[config.mk]
export PLATFORM = sky130hd
export DESIGN_NAME = pingpong_bank_ctrl_flat
export DESIGN_NICKNAME = d
export VERILOG_FILES = /design/src/rtl/pingpong_bank_ctrl_pkg.sv /design/src/rtl/pingpong_bank_ctrl_if.sv /design/src/rtl/pingpong_bank_ctrl_route_mux.sv /design/src/rtl/pingpong_bank_ctrl.sv /design/src/flat_wrapper.sv
export SDC_FILE = /design/constraint.sdc
export NUM_CORES = 1
export LEC_CHECK = 0
export CORE_AREA = 4 4 62 64
export DETAILED_ROUTE_END_ITERATION = 8
export DIE_AREA = 0 0 66 68
export PLACE_DENSITY = 0.81
export RECOVER_POWER = 100
export SLEW_MARGIN = 10
export SYNTH_ARGS = -nofsm -noshare
export SYNTH_HDL_FRONTEND = slang
export SYNTH_SLANG_ARGS = --single-unit
[constraint.sdc]
create_clock -name clk -period 2.3 [get_ports clk]
set_input_delay 0.46 -clock clk [delete_from_list [all_inputs] [get_ports clk]]
set_output_delay 0.46 -clock clk [all_outputs]
set_load 0.02 [all_outputs]
[src/rtl/pingpong_bank_ctrl_pkg.sv]
// ---------------------------------------------------------------------------
// pingpong_pkg
// Shared definitions for the N-bank ping-pong controller on the SCI receive
// path.
//   state_e    : controller states (idle/arming, running, swap strobe,
//                waiting for the read bank to drain)
//   sel_width  : width of a bank select for a given bank count (minimum 1)
//   next_bank  : bank index after sel, wrapping n-1 -> 0
//   prev_bank  : bank index before sel, wrapping 0 -> n-1
// ---------------------------------------------------------------------------
package pingpong_pkg;

  typedef enum logic [1:0] {
    ST_IDLE      = 2'd0,
    ST_RUN       = 2'd1,
    ST_SWAP      = 2'd2,
    ST_WAIT_DONE = 2'd3
  } state_e;

  function automatic int unsigned sel_width(input int unsigned n);
    return (n > 2) ? $clog2(n) : 1;
  endfunction

  function automatic int unsigned next_bank(input int unsigned sel, input int unsigned n);
    return (sel >= n - 1) ? 0 : sel + 1;
  endfunction

  function automatic int unsigned prev_bank(input int unsigned sel, input int unsigned n);
    return (sel == 0) ? n - 1 : sel - 1;
  endfunction

endpackage

[src/rtl/pingpong_bank_ctrl_if.sv]
// ---------------------------------------------------------------------------
// pingpong_bank_ctrl_if
// Bundles every controller signal except clk/rst.
//   Control in : record, new_instr, end_instr, comple, err_clr
//   Streams in : rx_valid/rx_data (live), err_valid/err_data (readback)
//   Banks out  : bank_valid[NBANK], bank_data[NBANK*DW] (bank k at k*DW)
//   Status out : wr_sel, rd_sel, swap_pulse, busy, overrun_err, swap_cnt
// master drives the inputs and observes the outputs; slave is the controller.
// ---------------------------------------------------------------------------
interface pingpong_bank_ctrl_if
  import pingpong_pkg::*;
#(
  parameter int DW    = 8,
  parameter int NBANK = 2,
  parameter int CNTW  = 16
);

  localparam int SW = sel_width(NBANK);

  logic                record;
  logic                new_instr;
  logic                end_instr;
  logic                comple;
  logic                err_clr;
  logic                rx_valid;
  logic [DW-1:0]       rx_data;
  logic                err_valid;
  logic [DW-1:0]       err_data;
  logic [NBANK-1:0]    bank_valid;
  logic [NBANK*DW-1:0] bank_data;
  logic [SW-1:0]       wr_sel;
  logic [SW-1:0]       rd_sel;
  logic                swap_pulse;
  logic                busy;
  logic                overrun_err;
  logic [CNTW-1:0]     swap_cnt;

  modport master (
    output record, new_instr, end_instr, comple, err_clr,
    output rx_valid, rx_data, err_valid, err_data,
    input  bank_valid, bank_data, wr_sel, rd_sel,
    input  swap_pulse, busy, overrun_err, swap_cnt
  );

  modport slave (
    input  record, new_instr, end_instr, comple, err_clr,
    input  rx_valid, rx_data, err_valid, err_data,
    output bank_valid, bank_data, wr_sel, rd_sel,
    output swap_pulse, busy, overrun_err, swap_cnt
  );

endinterface

[src/rtl/pingpong_bank_ctrl_route_mux.sv]
// ---------------------------------------------------------------------------
// pingpong_route_mux
// Purely combinational steering of the two input streams onto the banks.
//   wr_sel_i              : bank that receives the live rx stream
//   rd_sel_i              : bank that receives the error/readback stream
//   rx_valid_i/rx_data_i  : live stream
//   err_valid_i/err_data_i: error/readback stream
//   bank_valid_o          : per-bank strobe
//   bank_data_o           : per-bank data, bank k at [k*DW +: DW]
// Banks that are neither selected see valid 0 and data 0.
// ---------------------------------------------------------------------------
module pingpong_route_mux
  import pingpong_pkg::*;
#(
  parameter int DW    = 8,
  parameter int NBANK = 2
) (
  input  logic [sel_width(NBANK)-1:0] wr_sel_i,
  input  logic [sel_width(NBANK)-1:0] rd_sel_i,
  input  logic                        rx_valid_i,
  input  logic [DW-1:0]               rx_data_i,
  input  logic                        err_valid_i,
  input  logic [DW-1:0]               err_data_i,
  output logic [NBANK-1:0]            bank_valid_o,
  output logic [NBANK*DW-1:0]         bank_data_o
);

  localparam int SW = sel_width(NBANK);

  // wr_sel and rd_sel are always distinct, so priority order never matters.
  always_comb begin
    bank_valid_o = '0;
    bank_data_o  = '0;
    for (int k = 0; k < NBANK; k++) begin
      if (SW'(k) == wr_sel_i) begin
        bank_valid_o[k]          = rx_valid_i;
        bank_data_o[k*DW +: DW]  = rx_data_i;
      end else if (SW'(k) == rd_sel_i) begin
        bank_valid_o[k]          = err_valid_i;
        bank_data_o[k*DW +: DW]  = err_data_i;
      end
    end
  end

endmodule

[src/rtl/pingpong_bank_ctrl.sv]
// ---------------------------------------------------------------------------
// pingpong_bank_ctrl
// N-bank ping-pong controller for the SCI receive path. The live rx stream
// goes to the write bank, the readback stream to the previously written
// bank; banks rotate on instruction boundaries once a session is armed.
//   clk  : system clock
//   rst  : asynchronous active-high reset
//   bus  : pingpong_bank_ctrl_if.slave (control pulses, streams, bank
//          outputs, wr_sel/rd_sel, swap_pulse, busy, overrun_err, swap_cnt)
// ---------------------------------------------------------------------------
module pingpong_bank_ctrl
  import pingpong_pkg::*;
#(
  parameter int DW          = 8,
  parameter int NBANK       = 2,
  parameter int ARM_COUNT   = 2,
  parameter int WAIT_COMPLE = 1,
  parameter int CNTW        = 16
) (
  input logic                 clk,
  input logic                 rst,
  pingpong_bank_ctrl_if.slave bus
);

  localparam int SW = sel_width(NBANK);
  localparam int AW = $clog2(ARM_COUNT + 1);

  state_e          state_q, state_d;
  logic [AW-1:0]   arm_cnt_q, arm_cnt_d;
  logic [SW-1:0]   wr_sel_q, wr_sel_d;
  logic [SW-1:0]   rd_sel;
  logic            pending_q, pending_d;
  logic            end_lat_q, end_lat_d;
  logic            overrun_q, overrun_d;
  logic [CNTW-1:0] swap_cnt_q, swap_cnt_d;
  logic            boundary;
  logic            do_swap;
  logic            ovr_set;

  assign boundary = bus.new_instr | bus.end_instr;
  assign rd_sel   = SW'(prev_bank(32'(wr_sel_q), NBANK));

  // State register and all sequential bookkeeping.
  always_ff @(posedge clk or posedge rst) begin
    if (rst) begin
      state_q    <= ST_IDLE;
      arm_cnt_q  <= '0;
      wr_sel_q   <= '0;
      pending_q  <= 1'b0;
      end_lat_q  <= 1'b0;
      overrun_q  <= 1'b0;
      swap_cnt_q <= '0;
    end else begin
      state_q    <= state_d;
      arm_cnt_q  <= arm_cnt_d;
      wr_sel_q   <= wr_sel_d;
      pending_q  <= pending_d;
      end_lat_q  <= end_lat_d;
      overrun_q  <= overrun_d;
      swap_cnt_q <= swap_cnt_d;
    end
  end

  // Next-state logic. A boundary seen while the read bank is still draining
  // is held as a single pending swap and flags an overrun; end_instr is
  // OR-ed into end_lat so the session still ends after the pending swap.
  always_comb begin
    state_d    = state_q;
    arm_cnt_d  = arm_cnt_q;
    pending_d  = pending_q;
    end_lat_d  = end_lat_q;
    do_swap    = 1'b0;
    ovr_set    = 1'b0;

    case (state_q)
      ST_IDLE: begin
        if (bus.record) begin
          if (arm_cnt_q == AW'(ARM_COUNT - 1)) begin
            arm_cnt_d = '0;
            state_d   = ST_RUN;
          end else begin
            arm_cnt_d = arm_cnt_q + AW'(1);
          end
        end
      end
      ST_RUN: begin
        if (boundary) begin
          do_swap   = 1'b1;
          end_lat_d = bus.end_instr;
          state_d   = ST_SWAP;
        end
      end
      ST_SWAP: begin
        if (WAIT_COMPLE != 0) begin
          state_d = ST_WAIT_DONE;
        end else if (end_lat_q) begin
          end_lat_d = 1'b0;
          state_d   = ST_IDLE;
        end else begin
          state_d = ST_RUN;
        end
      end
      ST_WAIT_DONE: begin
        if (bus.comple && (pending_q || boundary)) begin
          do_swap   = 1'b1;
          end_lat_d = pending_q ? (end_lat_q | bus.end_instr) : bus.end_instr;
          pending_d = 1'b0;
          state_d   = ST_SWAP;
        end else if (boundary) begin
          pending_d = 1'b1;
          ovr_set   = 1'b1;
          end_lat_d = end_lat_q | bus.end_instr;
        end else if (bus.comple) begin
          if (end_lat_q) begin
            end_lat_d = 1'b0;
            state_d   = ST_IDLE;
          end else begin
            state_d = ST_RUN;
          end
        end
      end
      default: state_d = ST_IDLE;
    endcase

    wr_sel_d   = do_swap ? SW'(next_bank(32'(wr_sel_q), NBANK)) : wr_sel_q;
    swap_cnt_d = do_swap ? swap_cnt_q + CNTW'(1) : swap_cnt_q;
    // A new overrun in the same cycle as err_clr keeps the flag set.
    overrun_d  = ovr_set ? 1'b1 : (bus.err_clr ? 1'b0 : overrun_q);
  end

  assign bus.wr_sel      = wr_sel_q;
  assign bus.rd_sel      = rd_sel;
  assign bus.swap_pulse  = (state_q == ST_SWAP);
  assign bus.busy        = (state_q == ST_SWAP) || (state_q == ST_WAIT_DONE);
  assign bus.overrun_err = overrun_q;
  assign bus.swap_cnt    = swap_cnt_q;

  pingpong_route_mux #(
    .DW    (DW),
    .NBANK (NBANK)
  ) u_route (
    .wr_sel_i    (wr_sel_q),
    .rd_sel_i    (rd_sel),
    .rx_valid_i  (bus.rx_valid),
    .rx_data_i   (bus.rx_data),
    .err_valid_i (bus.err_valid),
    .err_data_i  (bus.err_data),
    .bank_valid_o(bus.bank_valid),
    .bank_data_o (bus.bank_data)
  );

endmodule

[src/flat_wrapper.sv]
// flat-port wrapper written by rule: the top's interface ports become plain ports
module pingpong_bank_ctrl_flat import pingpong_pkg::*;
#(
  parameter int DW          = 8,
  parameter int NBANK       = 2,
  parameter int ARM_COUNT   = 2,
  parameter int WAIT_COMPLE = 1,
  parameter int CNTW        = 16
)
  (clk, rst, bus_record, bus_new_instr, bus_end_instr, bus_comple, bus_err_clr, bus_rx_valid, bus_rx_data, bus_err_valid, bus_err_data, bus_bank_valid, bus_bank_data, bus_wr_sel, bus_rd_sel, bus_swap_pulse, bus_busy, bus_overrun_err, bus_swap_cnt);
  pingpong_bank_ctrl_if #(.DW(DW), .NBANK(NBANK), .CNTW(CNTW)) bus_i ();
  input logic clk;
  input logic rst;
  input wire logic [$bits(bus_i.record)-1:0] bus_record;
  input wire logic [$bits(bus_i.new_instr)-1:0] bus_new_instr;
  input wire logic [$bits(bus_i.end_instr)-1:0] bus_end_instr;
  input wire logic [$bits(bus_i.comple)-1:0] bus_comple;
  input wire logic [$bits(bus_i.err_clr)-1:0] bus_err_clr;
  input wire logic [$bits(bus_i.rx_valid)-1:0] bus_rx_valid;
  input wire logic [$bits(bus_i.rx_data)-1:0] bus_rx_data;
  input wire logic [$bits(bus_i.err_valid)-1:0] bus_err_valid;
  input wire logic [$bits(bus_i.err_data)-1:0] bus_err_data;
  output wire logic [$bits(bus_i.bank_valid)-1:0] bus_bank_valid;
  output wire logic [$bits(bus_i.bank_data)-1:0] bus_bank_data;
  output wire logic [$bits(bus_i.wr_sel)-1:0] bus_wr_sel;
  output wire logic [$bits(bus_i.rd_sel)-1:0] bus_rd_sel;
  output wire logic [$bits(bus_i.swap_pulse)-1:0] bus_swap_pulse;
  output wire logic [$bits(bus_i.busy)-1:0] bus_busy;
  output wire logic [$bits(bus_i.overrun_err)-1:0] bus_overrun_err;
  output wire logic [$bits(bus_i.swap_cnt)-1:0] bus_swap_cnt;
  assign bus_i.record = bus_record;
  assign bus_i.new_instr = bus_new_instr;
  assign bus_i.end_instr = bus_end_instr;
  assign bus_i.comple = bus_comple;
  assign bus_i.err_clr = bus_err_clr;
  assign bus_i.rx_valid = bus_rx_valid;
  assign bus_i.rx_data = bus_rx_data;
  assign bus_i.err_valid = bus_err_valid;
  assign bus_i.err_data = bus_err_data;
  assign bus_bank_valid = bus_i.bank_valid;
  assign bus_bank_data = bus_i.bank_data;
  assign bus_wr_sel = bus_i.wr_sel;
  assign bus_rd_sel = bus_i.rd_sel;
  assign bus_swap_pulse = bus_i.swap_pulse;
  assign bus_busy = bus_i.busy;
  assign bus_overrun_err = bus_i.overrun_err;
  assign bus_swap_cnt = bus_i.swap_cnt;
  pingpong_bank_ctrl #(.DW(DW), .NBANK(NBANK), .ARM_COUNT(ARM_COUNT), .WAIT_COMPLE(WAIT_COMPLE), .CNTW(CNTW)) u_core (.clk(clk), .rst(rst), .bus(bus_i));
endmodule
# Word level (Yosys, flattened, before mapping)
# Cells that the tools add are included.
# totals
wordCells	69
ff_bits	24
out_inout_bits	39
in_bits	25
# classes
n_mux	34
bitwise	2
n_eq_ne	10
n_addsub	4
n_reduce_logical	11
n_lt_le_gt_ge	1
# op_table
cell	n
two-way mux 8 bit	4
two-way mux 1 bit	20
adder 16 x 1 -> 16 bit (second input constant)	1
two-way mux 2 bit	7
case mux 2 bit (4 select lines)	1
nonzero test 2 bit	3
AND reduction 5 bit	1
== test 2 x 1 -> 1 bit (second input constant)	2
== test 2 bit (second input constant)	2
inequality test 2 x 1 -> 1 bit (second input constant)	2
inequality test 4 x 2 -> 1 bit (second input constant)	1
case mux 1 bit (2 select lines)	2
AND reduction 2 bit	2
inequality test 3 x 2 -> 1 bit (second input constant)	1
inequality test 3 bit (second input constant)	1
AND reduction 3 bit	1
adder 2 x 1 -> 2 bit (second input constant)	1
zero test 2 bit	1
logical OR 1 bit	2
inequality test 2 bit (second input constant)	1
OR 1 bit	2
adder 1 bit (second input constant)	1
>= comparator 1 bit (second input constant)	1
logical AND 1 bit	1
subtractor 1 bit (second input constant)	1

# Depth between registers and ports, before layout
# depth
word_depth	6
mapped_depth	5
depth_no_buf	5

# Hierarchy
# Synthesis repeated with hierarchy kept, for this count alone.
# hier_totals
cells_unflattened	127
area_unflattened_um2	1333.8
# modules_own_cells
module	seq_area_each_um2	n_inst	area_each_um2	cells_each
pingpong_bank_ctrl	600.6	1	1137.3	100
pingpong_route_mux	0.0	1	196.4	27

# Worst setup path before layout
# Ideal clock, no wire load.
# synth_timing
path_kind	reg-to-output
startpoint	reg u_core.wr_sel_q, in the netlist u_core.bus.wr_sel
endpoint	out bus_bank_data[10]
required_time_ps	1840
path_stages_with_launch	4
n_path_buf	2
path_slack_ps	536
arrival_ps	1304
path_cell_list	dfrtp_1 buf_2 buf_2 mux2_2
# synth_via
elab_chain_cells	4
# synth_lines
element	line	text
from (decl)	pingpong_bank_ctrl.sv:30	logic [SW-1:0] wr_sel_q, wr_sel_d;
from (signal assigned)	pingpong_bank_ctrl.sv:56	wr_sel_q <= wr_sel_d;
subtractor 1 bit	pingpong_bank_ctrl_pkg.sv:29	return (sel == 0) ? n - 1 : sel - 1;
two-way mux 1 bit	pingpong_bank_ctrl_pkg.sv:29	
two-way mux 8 bit	pingpong_bank_ctrl_route_mux.sv:38	end else if (SW'(k) == rd_sel_i) begin
two-way mux 8 bit (*)	pingpong_bank_ctrl_route_mux.sv:35	if (SW'(k) == wr_sel_i) begin
to (decl)	flat_wrapper.sv:24	output wire logic [$bits(bus_i.bank_data)-1:0] bus_bank_data;
# Every way passes the cells marked *; elsewhere a longest branch is shown, timed or not.

# Final worst setup path
# layout_timing
startpoint	reg u_core.state_q[1]
endpoint	out bus_swap_pulse
# layout_via
elab_chain_cells	1
# layout_lines
element	line	text
from (decl)	pingpong_bank_ctrl.sv:28	state_e state_q, state_d;
from (signal assigned)	pingpong_bank_ctrl.sv:54	state_q <= state_d;
== test 2 bit	pingpong_bank_ctrl.sv:133	assign bus.swap_pulse = (state_q == ST_SWAP);
to (decl)	flat_wrapper.sv:27	output wire logic [$bits(bus_i.swap_pulse)-1:0] bus_swap_pulse;
# No other way between the ends.

==> flow_summary.json <==
{
  "cts_htree_levels": 1,
  "avgSynthCellArea_um2": 10.6,
  "finalNetCount": 222,
  "synth.largest_area_cell": "dfrtp_1",
  "ys_warn_count": 0,
  "antenna_found_initial": 0,
  "finalSetupTns_ps": 0,
  "cts_tree": "yes",
  "worstHoldPathType": "flip-flop to flip-flop",
  "path_clk_slew_ps": 130,
  "drc": 0,
  "powerDensity_nw_per_um2": 995,
  "timing.rr.start": "u_core.state_q[1]",
  "mappedNetlistArea_um2": 1390,
  "total_power_uw": 1950,
  "ys_top_cells_by_area": "dfrtp_1, mux2_2, xor2_1",
  "drt.antenna.violating_nets": 0,
  "start_util_pct": 42.2,
  "status": "finished clean",
  "synthSimpleGateAreaFrac_pct": 19.9,
  "syn_inst": 131,
  "grt_pass1_vias": 1271,
  "p_leak_uw": 0.000886,
  "relSlewSlack_pct": 17.2,
  "holdPathEnd": "u_core.bus.swap_cnt[15]",
  "area_growth_pct": 41.3,
  "synth-compound-area-share_pct": 5.86,
  "io_buffers": 63,
  "end_kind": "output pin",
  "clk-insertion-delay-late_ps": 310,
  "grt_max_degree": 25,
  "synth_top_family_by_area": "simple AND/OR/NAND/NOR gates",
  "synth_top_area_share_pct": 43.3,
  "critPathArrivalTime_ps": 1690,
  "drive_gt1_share_pct": 13.8,
  "die_x_um": 66,
  "synth_xor_area_share_pct": 10.7,
  "synth_fa_ha_area_share_pct": 0.902,
  "layout_commonest_cell": "dfrtp_1",
  "fmax_mhz": 465,
  "design_area_um2": 1960,
  "ys_seq_area_share_pct": 43.3,
  "crit_type": "flip-flop to output pin",
  "num_antenna_cells": 0,
  "dpl_cell_area_um2": 2060,
  "period_share_pct": 93.5,
  "core_area_um2": 3280,
  "place.gp.congestion": 0.788,
  "skew_ps": 9.63,
  "setup_violations": 0,
  "rrSetupSlack_ps": 450,
  "worstMarginPinSlew_ps": 1240,
  "die_h_um": 68,
  "clk_path_buf_depth": 2,
  "rsz0062_at_grt": "false",
  "vias": 1232,
  "min_from": "u_core.bus.swap_cnt[15]",
  "rows": 21,
  "dieArea_um2": 4490,
  "avgViaCountPerCell": 5.11,
  "synth.distinct_cells": 33,
  "gr-total-overflow": 0,
  "worstPathRequired_ps": 1840,
  "dr.first_iter.drc_count": 28,
  "worst_r2r_path_depth": 4,
  "critPathLaunchType": "flip-flop",
  "avgRoutedWirePerCell_um": 15.0,
  "synth_nets": 157,
  "grt_pass1_wl_um": 5550,
  "muxShareOfSynthArea_pct": 15.3,
  "maxCapViolations": 0,
  "grtUsageTotal_pct": 15.7,
  "ios": 64,
  "routed_wl_um": 3600,
  "worst-path-max-fanout": 13,
  "numClockSinks": 24,
  "holdPathStages": 1,
  "post-route-min-period_ps": 2150,
  "vdd_ir_drop_max_mv": 0.581,
  "r2r-end": "u_core.bus.swap_cnt[13]",
  "ys_seq_elements": 24,
  "place.detailed.hpwl_um": 2770,
  "numCtsBuffers": 3,
  "slew_violations": 0,
  "hold_violations": 0,
  "cts_root_buffer": "clkbuf_4",
  "drt-pass1-iter-count": 5,
  "final_cell_mix": "dfrtp_1, dlygate4sd3_1, clkdlybuf4s50_1"
}
synth_stat cells (all sizes together):
master and instances:
nor2 9, o21ai 5, nand2 12, inv 5, o31a 1, mux2 18, nand3 6, dfrtp 24
ha 1, nor2b 1, nor3 5, nand2b 1, buf 4, nor4 2, a21oi 2, nand4 4
xnor2 8, nand3b 1, and3 2, a31oi 1, a211oi 1, xor2 9, and4 3, clkbuf 2
or2b 1, o22ai 1, a211o 1, mux2i 1
power breakdown:
part	switching, uW	leakage (uW)	total [uW]	internal (uW)
sequential	134	0.000301	664	529
clock	120	0.0000210	217	96.7
combinational	587	0.000564	1070	482
total	842	0.000886	1950	1110
sequential cells by signal, summed over array words and instances, names as in the netlist:
name and count:
u_core.bus.swap_cnt 16, u_core.arm_cnt_q 2, u_core.state_q 2, u_core.bus.overrun_err 1, u_core.bus.wr_sel 1, u_core.end_lat_q 1, u_core.pending_q 1
final cells by class:
| class | count | area [um^2] |
|---|---|---|
| multi-input cells | 96 | 698 |
| repair buffers | 66 | 549 |
| well taps | 46 | 57.6 |
| inverters | 5 | 18.8 |
| clock buffers | 4 | 36.3 |
| flip-flops and latches | 24 | 601 |
| fillers | 311 | 1320 |
metrics by stage:
| step | instances | utilization (%) | setup WS [ps] | hold WS (ps) |
|---|---|---|---|---|
| 4_1_cts | 241 | 64.0 | 7.64 | 478 |
| 6_report | 241 | 59.7 | 149 | 482 |
| 5_1_grt | 241 | 59.7 | 69.3 | 508 |
| 3_5_place_dp | 237 | 62.8 | 123 | 470 |
| 2_1_floorplan | 131 | - | 536 | 445 |
| 3_3_place_gp | 237 | 62.8 | 135 | 460 |
repair_timing:
item / 4_1_cts / 5_1_grt
buffers inserted: 0 / 0
resized for setup: 1 / 18
endpoints found under the setup margin: 16 / 18
hold buffers: 0 / 0
cloned: 0 / 0
worst max-delay path: stages, from the launching register on:
cell	delay (ps)
dfrtp_1	590
nor2b_1	190
clkdlybuf4s50_1	610
logic make-up after synthesis:
kind of cell,Yosys count
DFF,24
and+or+nand+nor,47
AOI/OAI and AO/OA,12
adders and majority gates,1
xor gates and xnor gates,17
buffers and inverters,11
muxes,19
per-layer routing:
metal	up-vias	GRT usage, %	wire, um
met1	580	15.7	1420
met3	4	3.94	352
met4	0	4.31	29
met5	-	0	0
li1	587	-	-
met2	61	31.9	1800
how the worst max path moves through the flow:
| stage | startpoint | to | slack, ps | cells after the start |
|---|---|---|---|---|
| detailed placement | bus_err_data[0] | bus_bank_data[0] | 120 | 3 |
| finish | u_core.state_q[1] | bus_swap_pulse | 150 | 2 |
| floorplan | u_core.bus.wr_sel | bus_bank_data[10] | 540 | 3 |
| CTS | u_core.bus.wr_sel | bus_bank_data[0] | 8 | 3 |
| global placement | bus_err_data[0] | bus_bank_data[0] | 140 | 3 |
| global route | u_core.state_q[1] | bus_swap_pulse | 70 | 2 |
Power figures use the tool's default switching activity.
==> edit (same settings) <==
`WAIT_COMPLE` is set to 1 in 2 places; all go to 0.
--- a/src/rtl/pingpong_bank_ctrl.sv
+++ b/src/rtl/pingpong_bank_ctrl.sv
@@ -15,5 +15,5 @@
   parameter int NBANK       = 2,
   parameter int ARM_COUNT   = 2,
-  parameter int WAIT_COMPLE = 1,
+  parameter int WAIT_COMPLE = 0,
   parameter int CNTW        = 16
 ) (
--- a/src/flat_wrapper.sv
+++ b/src/flat_wrapper.sv
@@ -5,5 +5,5 @@
   parameter int NBANK       = 2,
   parameter int ARM_COUNT   = 2,
-  parameter int WAIT_COMPLE = 1,
+  parameter int WAIT_COMPLE = 0,
   parameter int CNTW        = 16
 )
Check against the original RTL: not equivalent (Yosys sat finds a counterexample within 10 cycles, from zero or initial values and one cycle with rst high).
==> edit against the unedited design <==
Final area increased by 5.0%; register-to-register slack better by 0.19 ns; critical endpoint is now bus_bank_data[6]; largest cell class unchanged; area after synthesis is 1.6% lower; sequential cell count is the same; critical path depth rose by 1; critical path type unchanged; wire length decreased by 3.1%; power is 4.6% higher; setup slack worse by 0.094 ns; non-clock buffer count unchanged.
==> edit: results (changes against the unedited design) <==
outcome: "complete, no violations"
synth-seq-area-share_pct: 44.0  # +0.71 points
r2r_end: "u_core.bus.swap_cnt[14]$_DFFE_PP0P_"
dr.pass1.iters: 2  # -3
ctsResizeCount: 2  # +1
root_buffer: "clkbuf_4"
multiInputGateArea_sq_um: 686  # -1.8%
arrival_ns: 1.78  # +0.09 ns
yosys-top-cells-count: "dfrtp_1, mux2_2, xnor2_1, inv_1, xor2_1"
buffer_area_share_pct: 31.3  # +3.3 points
grt_pass1_wl_microns: 5510  # -0.61%
fin_nets: 217  # -2.3%
placed_cell_area_sq_um: 2040  # -1.0%
grt_util_met2_pct: 28.5  # -3.4 points
hpwl_microns: 2840  # +2.4%
wl_microns: 3490  # -3.1%
crit_start: "u_core.bus.wr_sel$_DFFE_PP0P_"
met3_usage_pct: 4.43  # +0.49 points
multi_input_gates: 87  # -9.4%
syn_to_final_growth_pct: 50.8
p_clk_share_pct: 10.6  # -0.5 points
dr_wl_met3_microns: 400  # +14%
cpPeakStageDelay_ns: 0.55  # -0.06 ns
relSlewSlack_pct: 16.9  # -0.33 points
vdd_drop_max_mv: 0.470  # -19%
n_all_buffers: 66  # unchanged
r2r_slack_ns: 0.64  # +0.19 ns
gp_congestion: 0.864  # +9.6%
leakagePower_nw: 0.906  # +2.2%
seq_cell_count: 24  # unchanged
n_fill_cell: 275  # -12%
cts_buffers: 3  # unchanged
clock_skew_ns: 0.00369  # -0.00594 ns
grtUsageMet1_pct: 18.1  # +2.4 points
met1_length_microns: 1390  # -2.4%
comb_cell_power_mw: 1.13  # +6%
netlist-cell-type-count: 36  # +9.1%
num_vias: 1201  # -2.5%
hp-start: "u_core.bus.swap_cnt[15]$_DFFE_PP0P_"
syn-num-nets: 152  # -3.2%
worstSetupEndpoint: "bus_bank_data[6]"
inverters: 9  # +4
final-clk-cell-share_pct: 1.76  # -0.088 points
-- edit: stage by stage --
stage          std cells  hold slack, ns  worst slack, ns  power (mW)
2_1_floorplan        126           0.449            0.536        1.40
3_3_place_gp         232           0.463            0.133        1.85
3_5_place_dp         232           0.466            0.104        1.90
4_1_cts              236           0.488           0.0382        2.12
5_1_grt              236           0.510          0.00130        2.17
6_report             236           0.479           0.0558        2.04
-- edit: cells by family (layout without fill, tap and decap cells) --
| kind of cell | after synthesis | after routing | synth area share, % |
|---|---|---|---|
| XOR/XNOR | 17 | 17 | 10.9 |
| AND/OR/NAND/NOR | 36 | 36 | 16.0 |
| AO/OA/AOI/OAI | 12 | 12 | 5.68 |
| flip-flops | 24 | 24 | 44.0 |
| multiplexers | 21 | 21 | 17.5 |
| buffers and inverters | 15 | 79 | 5.04 |
| adder cells (fa/ha/maj) | 1 | 1 | 0.916 |
